## src/rtl/ml_sweep_sched.sv

```systemverilog
`default_nettype none
`timescale 1ns/1ps
// ml_sweep_sched: sweeps all 256 4x4 QPSK candidates, tracks per-bit min costs, streams 8 max-log LLRs.
// Optional macro ML_LLR_SAT_EN saturates LLRs to LLR_W bits instead of truncating.
module ml_sweep_sched #(
   parameter int DATA_WIDTH = 20,
   parameter int QPSK_AMP   = 46341,
   parameter int CU_LAT     = 4,
   parameter int LLR_W      = 23
) (
   input  logic                    i_clk,
   input  logic                    i_reset,
   input  logic                    i_start,
   output logic                    o_busy,
   output logic [DATA_WIDTH-1:0]   o_s1_real,
   output logic [DATA_WIDTH-1:0]   o_s1_imag,
   output logic [DATA_WIDTH-1:0]   o_s2_real,
   output logic [DATA_WIDTH-1:0]   o_s2_imag,
   output logic [DATA_WIDTH-1:0]   o_s3_real,
   output logic [DATA_WIDTH-1:0]   o_s3_imag,
   output logic [DATA_WIDTH-1:0]   o_s4_real,
   output logic [DATA_WIDTH-1:0]   o_s4_imag,
   input  logic [DATA_WIDTH+1:0]   i_cost,
   output logic                    o_llr_valid,
   input  logic                    i_llr_ready,
   output logic [LLR_W-1:0]        o_llr,
   output logic [2:0]              o_llr_idx,
   output logic                    o_done
);
   localparam int CW = DATA_WIDTH + 2;
   localparam int DW = DATA_WIDTH + 3;
   localparam int SR = CU_LAT + 1;
   localparam logic [DATA_WIDTH-1:0] c_pos = DATA_WIDTH'(QPSK_AMP);
   localparam logic [DATA_WIDTH-1:0] c_neg = DATA_WIDTH'(-QPSK_AMP);

   typedef enum logic [1:0] {S_IDLE, S_SWEEP, S_DRAIN, S_OUT} state_t;

   state_t                       r_state, w_next;
   logic [7:0]                   r_cnt;
   logic [7:0][DATA_WIDTH-1:0]   r_sym;
   logic [SR-1:0]                r_sv;
   logic [SR-1:0][7:0]           r_sidx;
   logic [7:0][CW-1:0]           r_min0, r_min1;
   logic [2:0]                   r_b;
   logic                         r_done;
   logic                         w_start, w_issue, w_acc, w_pv, w_busy, w_valid;
   logic [7:0]                   w_idx, w_pidx;
   logic signed [DW-1:0]         w_diff;
   logic [LLR_W-1:0]             w_llr;

   // a start coinciding with the o_done cycle is not accepted
   assign w_start = i_start && !r_done;
   assign w_issue = ((r_state == S_IDLE) && w_start) || (r_state == S_SWEEP);
   assign w_idx   = (r_state == S_SWEEP) ? r_cnt : 8'd0;
   assign w_pv    = r_sv[SR-1];
   assign w_pidx  = r_sidx[SR-1];
   assign w_acc   = (r_state == S_OUT) && i_llr_ready;

   always_ff @(posedge i_clk or posedge i_reset) begin
      if (i_reset) r_state <= S_IDLE;
      else         r_state <= w_next;
   end

   always_comb begin
      w_next  = r_state;
      w_busy  = 1'b1;
      w_valid = 1'b0;
      case (r_state)
         S_IDLE: begin
            w_busy = 1'b0;
            if (w_start) w_next = S_SWEEP;
         end
         S_SWEEP: if (r_cnt == 8'd255) w_next = S_DRAIN;
         S_DRAIN: if (w_pv && (w_pidx == 8'd255)) w_next = S_OUT;
         S_OUT: begin
            w_valid = 1'b1;
            if (i_llr_ready && (r_b == 3'd7)) w_next = S_IDLE;
         end
         default: w_next = S_IDLE;
      endcase
   end

   always_ff @(posedge i_clk or posedge i_reset) begin
      if (i_reset) begin
         r_cnt  <= '0;
         r_sym  <= '0;
         r_sv   <= '0;
         r_sidx <= '0;
         r_min0 <= '1;
         r_min1 <= '1;
         r_b    <= '0;
         r_done <= 1'b0;
      end else begin
         // {valid, index} rides alongside the cost pipeline
         r_sv   <= {r_sv[SR-2:0], w_issue};
         r_sidx <= {r_sidx[SR-2:0], w_idx};
         if (w_issue) begin
            r_cnt <= w_idx + 8'd1;
            for (int j = 0; j < 8; j++) r_sym[j] <= w_idx[j] ? c_neg : c_pos;
         end
         if ((r_state == S_IDLE) && w_start) begin
            r_min0 <= '1;
            r_min1 <= '1;
         end else if (w_pv) begin
            for (int b = 0; b < 8; b++) begin
               if (w_pidx[b]) begin
                  if (i_cost < r_min1[b]) r_min1[b] <= i_cost;
               end else begin
                  if (i_cost < r_min0[b]) r_min0[b] <= i_cost;
               end
            end
         end
         if (w_acc) r_b <= r_b + 3'd1;
         r_done <= w_acc && (r_b == 3'd7);
      end
   end

   assign w_diff = {1'b0, r_min1[r_b]} - {1'b0, r_min0[r_b]};

`ifdef ML_LLR_SAT_EN
   logic [DW-LLR_W:0] w_hi;
   assign w_hi = w_diff[DW-1:LLR_W-1];
   always_comb begin
      if ((w_hi == '0) || (w_hi == '1)) w_llr = w_diff[LLR_W-1:0];
      else if (w_diff[DW-1])            w_llr = {1'b1, {(LLR_W-1){1'b0}}};
      else                              w_llr = {1'b0, {(LLR_W-1){1'b1}}};
   end
`else
   assign w_llr = w_diff[LLR_W-1:0];
`endif

   assign o_busy      = w_busy;
   assign o_llr_valid = w_valid;
   assign o_llr       = w_valid ? w_llr : '0;
   assign o_llr_idx   = r_b;
   assign o_done      = r_done;
   assign o_s1_real   = r_sym[0];
   assign o_s1_imag   = r_sym[1];
   assign o_s2_real   = r_sym[2];
   assign o_s2_imag   = r_sym[3];
   assign o_s3_real   = r_sym[4];
   assign o_s3_imag   = r_sym[5];
   assign o_s4_real   = r_sym[6];
   assign o_s4_imag   = r_sym[7];
endmodule
`default_nettype wire

```

## config.mk

```make
export PLATFORM = sky130hd
export DESIGN_NAME = ml_sweep_sched
export DESIGN_NICKNAME = d
export VERILOG_FILES = /design/src/rtl/ml_sweep_sched.sv
export SDC_FILE = /design/constraint.sdc
export NUM_CORES = 1
export LEC_CHECK = 0
export ABC_AREA = 0
export CAP_MARGIN = 10
export CORE_UTILIZATION = 45
export DETAILED_ROUTE_END_ITERATION = 10
export PLACE_DENSITY = 0.7
export REMOVE_ABC_BUFFERS = 1
export SYNTH_ARGS = -nofsm -noshare
export SYNTH_HDL_FRONTEND = slang
export SYNTH_SLANG_ARGS = --single-unit
```

## constraint.sdc

```tcl
create_clock -name i_clk -period 16.85 [get_ports i_clk]
set_clock_uncertainty 0.1 [all_clocks]
set_input_delay 3.37 -clock i_clk [delete_from_list [all_inputs] [get_ports i_clk]]
set_output_delay 3.37 -clock i_clk [all_outputs]
set_load 0.02 [all_outputs]
```

## Yosys cells after proc, flatten, opt, wreduce, memory -nomap -nowiden

Index checks and enable logic that the tools add are counted.

- $lt $le $gt $ge: 17
- Reductions and logical operators: 51
- $add $sub $neg: 3
- Equality and inequality tests: 18
- Multiplexer cells: 57

Operators with widths:

| cell | count |
|---|---|
| 22-bit two-way mux | 34 |
| 176-bit two-way mux | 4 |
| 22-bit less-than comparator | 16 |
| 20-bit two-way mux | 8 |
| 22-bit binary-select mux with 3-bit select | 2 |
| 2-bit nonzero test | 25 |
| 3-bit AND reduction | 16 |
| 23-bit two-way mux | 1 |
| 22-bit by 22-bit subtractor with 23-bit output | 1 |
| 2-bit by 1-bit != test with 1-bit output, second input constant | 10 |
| 8-bit equality test, second input constant | 2 |
| 8-bit by 1-bit adder with 8-bit output, second input constant | 1 |
| 2-bit two-way mux | 4 |
| 8-bit two-way mux | 1 |
| 2-bit case mux with 4 select lines | 1 |
| 1-bit logical AND | 6 |
| 2-bit equality test, second input constant | 2 |
| 3-bit by 4-bit less-than comparator with 1-bit output, second input constant | 1 |
| 2-bit != test, second input constant | 2 |
| 4-bit AND reduction | 1 |
| 3-bit by 1-bit adder with 3-bit output, second input constant | 1 |
| 3-bit equality test, second input constant | 1 |
| 2-bit by 1-bit equality test with 1-bit output, second input constant | 1 |
| 2-bit logical NOT | 1 |
| 3 further kinds | 4 |

- Output and inout bits: 189
- Logic and storage cells: 180
- Bits of input ports: 26
- Flip-flop bits (word level): 571

## Depth between registers and ports, before layout

- Depth in word-level cells: 5
- Depth in mapped cells: 13
- Mapped depth without buffers: 10

## Worst setup path before layout

OpenSTA, ideal clock, no wires.

- Path type: reg-to-output
- From: register r_b[0] (netlist: o_llr_idx[0])
- To: output port o_llr[17]
- Cell stages (with the launch flop): 12
- Data arrival time: 3676 ps
- Data required time: 13380 ps
- Buffers on the path: 3
- Setup slack: 9704 ps
- Path through: dfrtp_1 clkbuf_1 buf_2 mux4_2 mux2_2 ha_1 clkbuf_1 and3_1 nand4_1 a21oi_1 nor3_1 o311ai_0

- Cells in the longest elaborated chain, start to end: 4
- Elaborated cells between the ends (all ways): 6
- Classes of those cells: add/sub: 1; mux: 5

RTL lines:

| what | line | text |
|---|---|---|
| from (decl) | 44 | `logic [2:0] r_b;` |
| from (signal assigned) | 113 | `if (w_acc) r_b <= r_b + 3'd1;` |
| 22-bit binary-select mux with 3-bit select | 118 | `assign w_diff = {1'b0, r_min1[r_b]} - {1'b0, r_min0[r_b]};` |
| 22-bit two-way mux (implied by the code) | 118 |  |
| 22-bit by 22-bit subtractor with 23-bit output * | 118 |  |
| 23-bit two-way mux * | 134 | `assign o_llr = w_valid ? w_llr : '0;` |
| to (decl) | 26 | `output logic [LLR_W-1:0] o_llr,` |

Mark *: on every way between the ends. The rest lies on a longest branch, timed or not. The select of a mux whose other input is x is not followed.

## Worst setup path after layout

- From: register r_b[0] (netlist: o_llr_idx[0])
- To: output port o_llr[20]

Same word-level chain as after synthesis.

==> results list <==
* First-iteration detailed-routing DRC count: 2138
- R2R Path End: r_min0[170]$_DFFE_PP1P_
* Setup repair after global routing missed its margin: false
- The region available for standard cell placement spans 67630 um^2.
* Synth Instances: 3109
- Post-detailed-placement cell area: 33200 um^2
- Kind of start point of the critical path: register
* # fillers: 6013
- Yosys warning total: 0
* Die Span X: 264.5 um
- First-pass GRT wire length: 136200 um
- The path class of the tightest hold or removal check is reg -> reg.
- Rel. slew slack: 21.03%
- Highest net fanout along the worst path: 52
- For the worst setup path, the data required time is 13.38 ns.
- Cells on worst reg2reg path: 11
* Post-synthesis async set-or-reset flop share: 100.0%
- Cell type with the highest occurrence count on the critical path: sky130_fd_sc_hd__a21oi_1
- The worst path needs 9.713 ns of the cycle, external delays included.
- Input/output buffers: 214
- Average vias per placed instance: 5.824
- Flip-flop and latch count after synthesis: 427
* Cell area after technology mapping: 31000 um^2
- Compared with the post-synthesis result, the final layout area differs by 12.10%.
* Final Wtd Congestion: 0.9257
* Cell type with the largest total area after synthesis: sky130_fd_sc_hd__dfstp_2
- Startpoint of the most critical hold path: r_sidx[16]$_DFF_PP0_
- Final Hold Fails: 0
- By area the synthesized netlist is led by sky130_fd_sc_hd__dfstp_2 (30%), sky130_fd_sc_hd__ha_1 (15%), sky130_fd_sc_hd__mux2i_1 (11%), sky130_fd_sc_hd__mux4_2 (6.4%), sky130_fd_sc_hd__dfrtp_1 (6.1%).
- From bottom edge to top edge, the die measures 264.5 um.
- Entering global routing, the biggest net connects 178 pins.
* Total vias in the final route: 23.68k
* Critical path's largest stage delay: 1.07 ns
* Synth cell types: 71
- GRT Util Overall: 25.07%
- Setup violations remaining at the end of the flow were counted as 0.
- Period utilization: 57.64%
* Share of post-route cells with drive strength above 1: 20.18%
* Congestion Overflow GR: 0
* Peak supply drop: 66.17 uV
* Slew @ Worst Pin: 1.185 ns
- The run finished with clean final reports.
- Leak pwr: 17.57 nW
- Pin placement for this block handled 215 I/O pins.
- The share of the Yosys chip area taken by registers is 35.89%.
- In the layout the commonest cells are sky130_fd_sc_hd__nor2_1 (406), sky130_fd_sc_hd__ha_1 (364), sky130_fd_sc_hd__inv_1 (355).
- Half-perimeter wire length after detailed placement: 62810 um
* Total clock buffers created by CTS: 47
- Max-cap violations in this run came to 0.
* Site Rows: 95
- Once the clock tree was built, the setup fixing pass inserted 0 buffers.
- The die covers 69950 um^2.
- TritonCTS built the clock tree.
- The initial antenna violation count came to 2.
* Most common library cell in the layout ignoring fill and taps: sky130_fd_sc_hd__nor2_1
- Critical Setup Path Class: reg -> out
- The path with the worst hold slack has its endpoint at r_sidx[24]$_DFF_PP0_.
- Static timing analysis puts the maximum clock frequency at 103.0 MHz.
- After detailed routing, the number of remaining DRC violations is 0.
- Via count of the first global-routing pass: 23.23k
* Post-cts resize count: 0
- Final instance area: 34760 um^2
* Clock insertion delay at the later pin of the skew report: 0.62 ns
- Number of nets in the finished design: 3548
- The H-tree was split into 2 levels.
- After detailed routing, the average wire length per cell comes to 21.70 um.
- Syn Area/Cell: 9.972 um^2
- The first detailed-routing pass ran for 7 iterations.
* Post-CTS clock slew at the launch and capture registers of the worst setup and hold paths: 0.06 ns
- In this run the remaining antenna-violating nets after routing total 0.
- Power spread over the standard cell area amounts to 80.55 nW/um^2.
- R2r setup slk: 13.06 ns
* Clk buf depth: 3
- Among all stages on the critical path, the largest delay is contributed by sky130_fd_sc_hd__dfrtp_4.
- The worst setup path is captured at an output pin.
- The count of final max-slew check failures was 0.
* Endpoint arrival time on the critical path: 6.24 ns
* Synth top area share: 29.83%
- For this configuration, the core starts out at a cell density of 45.84%.
- The completed layout was analyzed and its total power is 2.800 mW.
* TritonCTS Sinks: 427
- EDFF count, synth: 0
- The tree is rooted in a sky130_fd_sc_hd__clkbuf_16.
* Total Routed Length: 88190 um
- Reg-to-Reg Start: r_state[0]$_DFFE_PP0P_
- Along the worst hold path, the cell count comes to 0.
- The signal on the critical path passes through buf_4, mux4_2, mux2_2, ha_1, fa_1, nand2b_1, a21oi_1, o21ai_0, o211ai_1, a21oi_1, mux2i_1, clkdlybuf4s50_1.
- Number of hold buffers added after cts: 0
* Main synth FF type: sky130_fd_sc_hd__dfstp_2
-- synthesized netlist by cell type (all sizes together), types with 7 or more instances --
cell type / number
nor2: 417
ha: 365
inv: 357
dfstp: 352
mux2i: 351
buf: 196
a21oi: 148
nand2: 124
clkbuf: 89
mux4: 88
dfrtp: 75
nand3: 61
nand4: 55
o21ai: 49
nor3: 40
a31oi: 37
nand2b: 30
a211oi: 28
a21o: 27
mux2: 22
o221a: 22
and2: 19
a41oi: 14
o2bb2ai: 12
o211ai: 11
o221ai: 11
and3: 10
o21a: 10
a2111oi: 8
or3: 8
nor2b: 7
o31ai: 7
-- state kept, by name, summed over array words and instances (netlist names), 3 cells and up --
register and cells:
r_sv 5, o_llr_idx 3, r_cnt 8, r_sidx 32
r_min1 176, r_min0 176, w_pidx 8
-- where the power goes --
group | switching [mW] | total [mW] | internal, mW | leakage, nW
Sequential | 0.0760 | 1.23 | 1.15 | 4.70
Clock | 0.451 | 1.05 | 0.598 | 0.762
Combinational | 0.304 | 0.525 | 0.221 | 12.1
-- layout make-up --
cell class                 count  area (um^2)  share of cell area, %
antenna                        1        2.502               0.007200
clock buffer                  63         1316                  3.787
clock inverter                21        232.7                 0.6696
inverter                     357         1348                  3.877
multi-input combinational   2040        16950                  48.75
sequential                   427        11130                  32.04
tap                          873         1092                  3.143
timing repair buffer         283         2685                  7.726
-- kinds of logic (layout without fill, tap and decap cells) --
logic type	count (synthesis)	after routing	share of synthesized area, %
and+or+nand+nor	788	788	11.24
DFF	427	427	35.89
buffers and inverters	642	724	9.839
muxes	461	461	18.52
other	0	1	0
adders and majority gates	366	366	14.79
xor gates and xnor gates	12	12	0.3390
AOI/OAI and AO/OA	413	413	9.375
-- worst max-delay path: cells and delay by family (launching register included) --
kind / cells / cell delay, ns
mux: 3 / 1.37
fa+ha+maj: 2 / 0.59
compound gates: 4 / 0.88
flops: 1 / 1.07
buf+inv: 2 / 1.49
simple gates: 1 / 0.20
-- how the worst max path moves through the flow --
stage | startpoint | to | slack [ns] | cells after the start
floorplan | i_start | r_min0[175]$_DFFE_PP1P_ | -1.96 | 5
global placement | o_llr_idx[0]$_DFFE_PP0P_ | o_llr[16] | 7.84 | 12
detailed placement | o_llr_idx[0]$_DFFE_PP0P_ | o_llr[16] | 7.80 | 12
CTS | o_llr_idx[0]$_DFFE_PP0P_ | o_llr[16] | 7.11 | 12
global route | o_llr_idx[0]$_DFFE_PP0P_ | o_llr[16] | 6.83 | 12
finish | o_llr_idx[0]$_DFFE_PP0P_ | o_llr[20] | 7.14 | 12
-- routing by layer --
metal	wire [um]	track usage [%]	part of all wire, %	vias to the layer above
met2	40220	39.14	46	849
met5	0	0	0	-
li1	-	-	-	10850
met4	3034	9.365	3.4	0
met3	6627	4.004	7.5	147
met1	38310	34.99	43	11830
-- per-stage QoR --
stage	setup TNS, ns	instances	util [%]	hold slack [ns]	worst slack (ns)
2_1_floorplan	-620.73	2824	-	0.2312	-1.961
3_5_place_dp	0	3980	49.09	0.2347	7.803
5_1_grt	0	4065	51.39	0.2498	6.833
4_1_cts	0	4064	51.38	0.2481	7.111
3_3_place_gp	0	3980	49.09	0.2313	7.840
6_report	0	4065	51.39	0.2459	7.137
No activity file was read; power rests on OpenSTA's default activity.
